### config.mk
export PLATFORM = sky130hd
export DESIGN_NAME = pipe_run_ctrl_flat
export DESIGN_NICKNAME = d
export VERILOG_FILES = /design/src/rtl/pipe_dbg_pkg.sv /design/src/rtl/pipe_run_ctrl_if.sv /design/src/rtl/pipe_run_ctrl_edge_det.sv /design/src/rtl/pipe_run_ctrl.sv /design/src/flat_wrapper.sv
export SDC_FILE = /design/constraint.sdc
export NUM_CORES = 1
export LEC_CHECK = 0
export ABC_CLOCK_PERIOD_IN_PS = 2800
export BUFFER_PORTS_ARGS = -buffer_cell sky130_fd_sc_hd__buf_2
export CAP_MARGIN = 20
export CORE_AREA = 2 2 78 80
export DETAILED_ROUTE_END_ITERATION = 6
export DIE_AREA = 0 0 80 82
export PLACE_DENSITY_LB_ADDON = 0.3
export SYNTH_ARGS = -nofsm -noshare
export SYNTH_HDL_FRONTEND = slang
export SYNTH_HIERARCHICAL = 1
export SYNTH_SLANG_ARGS = --single-unit
### constraint.sdc
create_clock -name clock -period 2.8 [get_ports clock]
set_input_delay 0.14 -clock clock [delete_from_list [all_inputs] [get_ports clock]]
set_output_delay 0.14 -clock clock [all_outputs]
set_load 0.005 [all_outputs]
### src/rtl/pipe_dbg_pkg.sv
`default_nettype none
// ============================================================================
// Module   : pipe_dbg_pkg
// Purpose  : Shared state encodings and widths for the pipeline run/halt/step
//            debug controller and its bus interface.
// Revision : 1.0 - initial release
// ============================================================================
package pipe_dbg_pkg;

  // Width of the IF-stage program counter and of the breakpoint address.
  localparam int PC_W = 32;

  // Width of the enabled-cycle counter.
  localparam int CNT_W = 32;

  typedef enum logic [1:0] {
    ST_HALT = 2'b00,
    ST_RUN  = 2'b01,
    ST_STEP = 2'b10,
    ST_BRK  = 2'b11
  } run_state_e;

endpackage : pipe_dbg_pkg
`default_nettype wire

### src/rtl/pipe_run_ctrl_if.sv
`default_nettype none
// ============================================================================
// Module   : pipe_run_ctrl_if
// Purpose  : Bundles the debug requests, breakpoint setup, current PC and the
//            controller status outputs of pipe_run_ctrl.
// Ports    : master - debug host side (drives requests, bp setup and pc)
//            slave  - controller side (drives cpu_en, state, bp_hit,
//                     cycle_cnt)
// Revision : 1.0 - initial release
// ============================================================================
interface pipe_run_ctrl_if;
  import pipe_dbg_pkg::*;

  logic             run_req;
  logic             halt_req;
  logic             step_req;
  logic             bp_en;
  logic [PC_W-1:0]  bp_addr;
  logic [PC_W-1:0]  pc;
  logic             cpu_en;
  logic [1:0]       state;
  logic             bp_hit;
  logic [CNT_W-1:0] cycle_cnt;

  modport master (
    output run_req, halt_req, step_req, bp_en, bp_addr, pc,
    input  cpu_en, state, bp_hit, cycle_cnt
  );

  modport slave (
    input  run_req, halt_req, step_req, bp_en, bp_addr, pc,
    output cpu_en, state, bp_hit, cycle_cnt
  );

endinterface : pipe_run_ctrl_if
`default_nettype wire

### src/rtl/pipe_run_ctrl_edge_det.sv
`default_nettype none
// ============================================================================
// Module   : edge_det
// Purpose  : One-bit rising-edge detector. The request is registered and the
//            output is high for the single cycle in which the request is high
//            and its registered copy is still low, so a held level fires once.
// Ports    : clock  - rising-edge clock
//            resetn - asynchronous active-low reset
//            req_i  - level request
//            edge_o - rising-edge strobe (combinational from req_i)
// Revision : 1.0 - initial release
// ============================================================================
module edge_det (
  input  logic clock,
  input  logic resetn,
  input  logic req_i,
  output logic edge_o
);

  logic req_q;

  always_ff @(posedge clock or negedge resetn) begin
    if (!resetn) begin
      req_q <= 1'b0;
    end else begin
      req_q <= req_i;
    end
  end

  assign edge_o = req_i & ~req_q;

endmodule : edge_det
`default_nettype wire

### src/rtl/pipe_run_ctrl.sv
`default_nettype none
// ============================================================================
// Module   : pipe_run_ctrl
// Purpose  : Run/halt/single-step sequencer for the five-stage pipelined CPU.
//            Produces one pipeline-wide freeze enable (cpu_en), a PC
//            breakpoint trap and a count of enabled cycles.
// Ports    : clock   - rising-edge clock
//            resetn  - asynchronous active-low reset
//            bus     - pipe_run_ctrl_if.slave: run/halt/step requests,
//                      bp_en/bp_addr, pc in; cpu_en, state, bp_hit,
//                      cycle_cnt out
// Params   : STEP_LEN     - enabled cycles granted per step request (1..255)
//            RUN_ON_RESET - 1: leave reset in RUN, 0: leave reset in HALT
// Revision : 1.0 - initial release
// ============================================================================
module pipe_run_ctrl
  import pipe_dbg_pkg::*;
#(
  parameter int unsigned STEP_LEN     = 1,
  parameter bit          RUN_ON_RESET = 1'b0
) (
  input  logic           clock,
  input  logic           resetn,
  pipe_run_ctrl_if.slave bus
);

  if ((STEP_LEN < 1) || (STEP_LEN > 255)) begin : g_bad_step_len
    $error("pipe_run_ctrl: STEP_LEN must be in 1..255, got %0d", STEP_LEN);
  end

  localparam logic [7:0]  STEP_INIT   = 8'(STEP_LEN);
  localparam run_state_e  RESET_STATE = RUN_ON_RESET ? ST_RUN : ST_HALT;

  run_state_e       state_q,     state_d;
  logic [7:0]       step_cnt_q,  step_cnt_d;
  logic             skip_q,      skip_d;
  logic             bp_hit_q,    bp_hit_d;
  logic [CNT_W-1:0] cycle_cnt_q, cycle_cnt_d;

  logic run_edge;
  logic halt_edge;
  logic step_edge;
  logic bp_match;
  logic bp_trap;
  logic cpu_en;
  logic resume;

  edge_det u_run_edge (
    .clock  (clock),
    .resetn (resetn),
    .req_i  (bus.run_req),
    .edge_o (run_edge)
  );

  edge_det u_halt_edge (
    .clock  (clock),
    .resetn (resetn),
    .req_i  (bus.halt_req),
    .edge_o (halt_edge)
  );

  edge_det u_step_edge (
    .clock  (clock),
    .resetn (resetn),
    .req_i  (bus.step_req),
    .edge_o (step_edge)
  );

  // A match only traps once the first instruction after a resume has been
  // let through; otherwise resuming at bp_addr would re-trap forever.
  assign bp_match = bus.bp_en & (bus.pc == bus.bp_addr);
  assign bp_trap  = bp_match & ~skip_q;

  always_comb begin
    cpu_en = 1'b0;
    unique case (state_q)
      ST_RUN:  cpu_en = ~bp_trap;
      ST_STEP: cpu_en = 1'b1;
      default: cpu_en = 1'b0;
    endcase
  end

  always_comb begin
    state_d    = state_q;
    step_cnt_d = step_cnt_q;
    bp_hit_d   = 1'b0;
    resume     = 1'b0;

    unique case (state_q)
      ST_HALT, ST_BRK: begin
        // Priority halt > step > run when edges coincide.
        if (halt_edge) begin
          state_d = ST_HALT;
        end else if (step_edge) begin
          state_d    = ST_STEP;
          step_cnt_d = STEP_INIT;
          resume     = 1'b1;
        end else if (run_edge) begin
          state_d = ST_RUN;
          resume  = 1'b1;
        end
      end

      ST_RUN: begin
        // A halt edge still lets the current cycle advance (cpu_en stays
        // high unless a trap suppresses it); only then does the machine stop.
        if (halt_edge) begin
          state_d = ST_HALT;
        end else if (bp_trap) begin
          state_d  = ST_BRK;
          bp_hit_d = 1'b1;
        end
      end

      ST_STEP: begin
        // Breakpoints and further step edges are ignored while stepping.
        if (halt_edge) begin
          state_d    = ST_HALT;
          step_cnt_d = 8'd0;
        end else begin
          step_cnt_d = step_cnt_q - 8'd1;
          if (step_cnt_q == 8'd1) begin
            state_d = ST_HALT;
          end
        end
      end

      default: state_d = ST_HALT;
    endcase
  end

  always_comb begin
    skip_d = skip_q;
    if (resume) begin
      skip_d = 1'b1;
    end else if (cpu_en) begin
      skip_d = 1'b0;
    end
  end

  assign cycle_cnt_d = cpu_en ? (cycle_cnt_q + 32'd1) : cycle_cnt_q;

  always_ff @(posedge clock or negedge resetn) begin
    if (!resetn) begin
      state_q     <= RESET_STATE;
      step_cnt_q  <= 8'd0;
      skip_q      <= 1'b0;
      bp_hit_q    <= 1'b0;
      cycle_cnt_q <= '0;
    end else begin
      state_q     <= state_d;
      step_cnt_q  <= step_cnt_d;
      skip_q      <= skip_d;
      bp_hit_q    <= bp_hit_d;
      cycle_cnt_q <= cycle_cnt_d;
    end
  end

  assign bus.cpu_en    = cpu_en;
  assign bus.state     = state_q;
  assign bus.bp_hit    = bp_hit_q;
  assign bus.cycle_cnt = cycle_cnt_q;

endmodule : pipe_run_ctrl
`default_nettype wire

### src/flat_wrapper.sv
// flat-port wrapper written by rule: the top's interface ports become plain ports
module pipe_run_ctrl_flat import pipe_dbg_pkg::*;
#(
  parameter int unsigned STEP_LEN     = 1,
  parameter bit          RUN_ON_RESET = 1'b0
)
  (clock, resetn, bus_run_req, bus_halt_req, bus_step_req, bus_bp_en, bus_bp_addr, bus_pc, bus_cpu_en, bus_state, bus_bp_hit, bus_cycle_cnt);
  pipe_run_ctrl_if bus_i ();
  input  logic clock;
  input  logic resetn;
  input wire logic [$bits(bus_i.run_req)-1:0] bus_run_req;
  input wire logic [$bits(bus_i.halt_req)-1:0] bus_halt_req;
  input wire logic [$bits(bus_i.step_req)-1:0] bus_step_req;
  input wire logic [$bits(bus_i.bp_en)-1:0] bus_bp_en;
  input wire logic [$bits(bus_i.bp_addr)-1:0] bus_bp_addr;
  input wire logic [$bits(bus_i.pc)-1:0] bus_pc;
  output wire logic [$bits(bus_i.cpu_en)-1:0] bus_cpu_en;
  output wire logic [$bits(bus_i.state)-1:0] bus_state;
  output wire logic [$bits(bus_i.bp_hit)-1:0] bus_bp_hit;
  output wire logic [$bits(bus_i.cycle_cnt)-1:0] bus_cycle_cnt;
  assign bus_i.run_req = bus_run_req;
  assign bus_i.halt_req = bus_halt_req;
  assign bus_i.step_req = bus_step_req;
  assign bus_i.bp_en = bus_bp_en;
  assign bus_i.bp_addr = bus_bp_addr;
  assign bus_i.pc = bus_pc;
  assign bus_cpu_en = bus_i.cpu_en;
  assign bus_state = bus_i.state;
  assign bus_bp_hit = bus_i.bp_hit;
  assign bus_cycle_cnt = bus_i.cycle_cnt;
  pipe_run_ctrl #(.STEP_LEN(STEP_LEN), .RUN_ON_RESET(RUN_ON_RESET)) u_core (.clock(clock), .resetn(resetn), .bus(bus_i));
endmodule
* After elaboration in Yosys (flattened, before gate mapping)
Index checks and enable logic that the tools add are counted.
Word-level totals: input port bits 70, bits in registers 47, logic and storage cells 58
Operators by class: eq/ne operators 10, bitwise gates (word level) 10, reduce and logical (&&, ||, !) cells 6, $add $sub $neg 2, mux-type cells 22
Operators with widths (count):
- adder 32 x 1 -> 32 bit, second input constant | 1
- == test 32 bit | 1
- two-way mux 8 bit | 3
- case mux 8 bit (2 select lines) | 1
- two-way mux 2 bit | 7
- two-way mux 1 bit | 9
- == test 8 x 1 -> 1 bit, second input constant | 1
- subtractor 8 x 1 -> 8 bit, second input constant | 1
- inequality test 3 x 1 -> 1 bit, second input constant | 2
- case mux 2 bit (3 select lines) | 1
- AND reduction 3 bit | 2
- bitwise AND 1 bit | 5
- inverter 1 bit | 5
- == test 2 bit, second input constant | 2
- inequality test 4 x 1 -> 1 bit, second input constant | 1
- nonzero test 2 bit | 2
- == test 2 x 1 -> 1 bit, second input constant | 1
- logical NOT 2 bit | 1
- inequality test 2 x 1 -> 1 bit, second input constant | 1
- inequality test 2 bit, second input constant | 1
- case mux 1 bit (2 select lines) | 1
- OR reduction 2 bit | 1

* Depth between registers and ports, before layout
word-level depth 7, gate-level depth with buffers 10

* Modules after synthesis
Netlist, hierarchy kept.
Modules (own cells, without submodules):
- pipe_run_ctrl | seq. area each 1101.1 µm², area each 2577.5 µm², cells each 262, times used 1
- edge_det | seq. area each 25.0 µm², area each 38.8 µm², cells each 2, times used 3

* Least setup slack after synthesis
OpenSTA, ideal clock, no wires.
path type register to register, start point reg u_core.state_q[0], in the netlist u_core/bus.state[0], end point reg u_core.step_cnt_q[6], clock period less this slack 2.192 ns, setup slack 0.608 ns, data required time 2.659 ns, arrival time 2.051 ns, library setup time 0.141 ns, stages on the path, launching flop included 11, path through dfrtp_1 > inv_1 > ha_1 > buf_2 > nand2_1 > o21ai_1 > nand2_1 > or2_2 > nor4_1 > xnor2_1 > nor2_1
Between the ends: word-level cells in the longest chain between the ends 4, elaborated cells on any way between the ends 9
Ends and longest elaborated chain:
- from (decl) | RTL line pipe_run_ctrl.sv:34 | run_state_e state_q, state_d;
- from (signal assigned) | RTL line pipe_run_ctrl.sv:151 | state_q <= state_d;
- == test 2 bit / logical NOT 2 bit (equally long branches) | RTL line pipe_run_ctrl.sv:89 | unique case (state_q)
- OR reduction 2 bit | RTL line pipe_run_ctrl.sv:89
- inequality test 2 bit (no source line) (tied with other cells)
- AND reduction 3 bit (no source line)
- to (signal assigned) | RTL line pipe_run_ctrl.sv:152 | step_cnt_q <= step_cnt_d;
- to (decl) | RTL line pipe_run_ctrl.sv:35 | logic [7:0] step_cnt_q, step_cnt_d;
Several ways; a longest one is shown, not always the timed one. A chain may end at the register's enable or synchronous reset.

* Worst setup path in the final report
Same ends and word-level chain as after synthesis.

==> metrics <==
worst reg2reg startpoint u_core/bus.state[0]; CP Max Fanout 9; CTS H-Tree Depth 2; global router's overall resource usage about a fifth; final number of setup-violating endpoints 0; clock skew approximately 0.010 ns; worst setup slack for register-to-register paths around 0.39 ns; maximum clock frequency 416 MHz; row count 28; Maximum Capacitance Violations 0; final wirelength between 5000 and 6000 um; vias in the first global route 2320; TritonCTS buffer count 5; sequential fraction of the synthesis area a little over two fifths; post-synthesis register bit count 47; Pre-antenna DRT Iters 4; xor and xnor fraction of the mapped netlist area between 10% and 20%; hold path depth 4; net count after synthesis 343; final antenna-violating net count 0; static leakage 1.75 nW; antenna diode count 0; portion of netlist area occupied by mux cells less than 1%; starting density of the core a little under half; Post-route DRC 0; dominant synthesized flop cell sky130_fd_sc_hd__dfrtp_1; Post-synth EDFFs 0; fraction of final layout cells with drive strength greater than 1 around a third; most used standard cells in the synthesized netlist sky130_fd_sc_hd__dfrtp_1 (47), sky130_fd_sc_hd__xnor2_1 (31), sky130_fd_sc_hd__xor2_1 (26); clock transition at the register clock pins on the worst setup and hold paths after CTS roughly 0.080 ns; clock net sink count 47; area of the die around 0.0066 mm2; maximum resistive drop on vdd 0.370 mV; Avg Inst Size Synth between 10 and 15 um2; number of I/O port buffers 105; Worst Hold Launch bus_bp_addr[29]; path category of the worst min-delay check primary input to register; Synth area leader sky130_fd_sc_hd__dfrtp_1; RSZ-0062 raised after global routing no; depth of the worst register-to-register path 9; area growth from synthesis to final layout 30.3%; first-pass GRT wire length 9960 um; Placer Congestion 0.893; area fraction in and, or, nand and nor cells after synthesis 24.0%; largest net degree at the start of global routing 48; CP Class register to register; Reg-to-Reg End u_core/step_cnt_q[6]; outcome complete, no violations; Gate Count Post-Synth around 270; Worst Setup End Kind register; top cells by area, synth sky130_fd_sc_hd__dfrtp_1 (44%), sky130_fd_sc_hd__xnor2_1 (10%), sky130_fd_sc_hd__xor2_1 (8.5%), sky130_fd_sc_hd__inv_1 (2.9%), sky130_fd_sc_hd__nor2_1 (2.8%); NumNets Final 460; count of final hold-check violations 0; Slew Limit Headroom roughly 58%; area share of the largest cell type after synthesis 43.7%; Tcrit/Tclk final between 80% and 90%; Hold EP u_core/bus.bp_hit; Chip Height roughly 82 um; Die X approximately 80 um; root buffer cell sky130_fd_sc_hd__clkbuf_8; placement-stage cell area roughly 0.0033 mm2; HPWL Detailed ~4500 um; DR vias ~2300; clock tree from TritonCTS yes; Pins Over Slew Limit 0; post_cts resized 0; transition time at the pin with the least slew margin 0.624 ns; data required time of the worst path ~3 ns; Compound-Gate Fraction of Synth Area between 7 and 8%; clk buf depth 2; power density over the cells ~680 mW/mm2; via density per instance between 5 and 6; crit path launch type register; sum of negative setup slack 0 ns; synthesized-area fraction occupied by adder cells approximately 2.3%; antenna violations before repair 0; synth warn 6; crit path DAT approximately 2.6 ns; IO Count between 100 and 150; Hold WS ~0.27 ns; Clock Latency Late Sink roughly 0.3 ns; CORE AREA approximately 0.0057 mm2; synthesized area 0.00269 mm2; Iteration-0 DRC Markers between 150 and 200; overall overflow remaining after global route 0; fraction of registers with async set/reset 100%; summed area of non-filler cells in the final layout between 0.003 and 0.004 mm2; unique cell type count in the Yosys netlist 44; most numerous cell in the Yosys netlist sky130_fd_sc_hd__dfrtp_1; dominant combinational cell family by area after synthesis simple AND/OR/NAND/NOR gates; detail-routed net length per standard cell roughly 13 um; final critical path time including I/O delays and setup between 2 and 2.5 ns
critical path, stage by stage (launching register included):
cell and delay [ns]:
sky130_fd_sc_hd__dfrtp_1 0.40, sky130_fd_sc_hd__inv_1 0.06, sky130_fd_sc_hd__ha_1 0.52, sky130_fd_sc_hd__nand2_1 0.14, sky130_fd_sc_hd__o21ai_1 0.26, sky130_fd_sc_hd__nand2_1 0.10
sky130_fd_sc_hd__or2_2 0.31, sky130_fd_sc_hd__nor4_1 0.27, sky130_fd_sc_hd__xnor2_1 0.17, sky130_fd_sc_hd__nor2_1 0.05
timing repair:
action                                  in CTS  in global routing
endpoints found under the hold margin        3                 17
endpoints found under the setup margin       0                  0
hold buffers                                 3                  1
buffers inserted                             0                  0
kinds of logic after synthesis:
group / Yosys count
buf+inv: 24
xor+xnor: 57
fa+ha+maj: 5
compound gates: 23
simple gates: 110
mux: 2
flops: 47
final cells by class:
| type | count | area, um2 |
|---|---|---|
| tap | 75 | 93.8 |
| clock inverter | 2 | 60.1 |
| clock buffer | 6 | 72.6 |
| fill | 504 | 2230 |
| sequential | 47 | 1180 |
| timing repair buffer | 113 | 608 |
| inverter | 21 | 78.8 |
| multi-input combinational | 197 | 1420 |
routing by layer:
| metal | vias up | share of wire [%] | GRT usage, % |
|---|---|---|---|
| met1 | 1099 | 43 | 23.1 |
| met5 | - | 0 | 0 |
| li1 | 1161 | - | - |
| met3 | 11 | 4.5 | 3.96 |
| met2 | 60 | 51 | 33.6 |
| met4 | 0 | 1.6 | 7.63 |
worst max path at each step:
stage,depth (start not counted),slack (ns),from,end
final,9,0.39,u_core/bus.state[0],u_core/step_cnt_q[6]
after global routing,9,0.24,u_core/bus.state[0],u_core/step_cnt_q[6]
after CTS,9,0.37,u_core/bus.state[0],u_core/step_cnt_q[6]
after detailed placement,8,0.47,u_core/bus.state[0],u_core/step_cnt_q[5]
after global placement,9,0.62,u_core/bus.state[0],u_core/step_cnt_q[6]
after floorplan,10,0.61,u_core/bus.state[0],u_core/step_cnt_q[6]
sequential cells by signal, summed over array words and instances (netlist names):
name / count
u_core/bus.bp_hit: 1
u_core/bus.cycle_cnt: 32
u_core/bus.state: 2
u_core/skip_q: 1
u_core/step_cnt_q: 8
u_core/u_halt_edge/req_q: 1
u_core/u_run_edge/req_q: 1
u_core/u_step_edge/req_q: 1
where the power goes:
group	leakage [nW]	switching [W]	total, W	internal, W
sequential	0.589	0.000133	0.000943	0.000810
combinational	1.10	0.000481	0.000884	0.000403
clock	0.0654	0.000220	0.000577	0.000357
layout by cell type (no fill, tap or decap), types with 3 or more instances in the layout:
cell type,n
sky130_fd_sc_hd__a21oi_1,3
sky130_fd_sc_hd__buf_2,105
sky130_fd_sc_hd__buf_4,3
sky130_fd_sc_hd__clkbuf_8,5
sky130_fd_sc_hd__dfrtp_1,47
sky130_fd_sc_hd__dlygate4sd3_1,4
sky130_fd_sc_hd__ha_1,5
sky130_fd_sc_hd__inv_1,21
sky130_fd_sc_hd__nand2_1,18
sky130_fd_sc_hd__nand2b_1,7
sky130_fd_sc_hd__nand3_1,9
sky130_fd_sc_hd__nand4_1,10
sky130_fd_sc_hd__nor2_1,20
sky130_fd_sc_hd__nor2b_4,4
sky130_fd_sc_hd__nor3_1,14
sky130_fd_sc_hd__nor4_1,10
sky130_fd_sc_hd__nor4b_1,3
sky130_fd_sc_hd__o21ai_0,4
sky130_fd_sc_hd__xnor2_1,31
sky130_fd_sc_hd__xor2_1,26
per-stage QoR:
step	total power [W]	instances	worst slack, ns	util [%]
6_report	0.00240	461	0.394	61.1
5_1_grt	0.00257	461	0.244	61.1
4_1_cts	0.00242	459	0.374	60.6
3_5_place_dp	0.00183	448	0.472	57.8
3_3_place_gp	0.00181	448	0.617	57.8
2_1_floorplan	0.00152	268	0.608	-
Note: power is estimated with default switching activity, not from simulation.
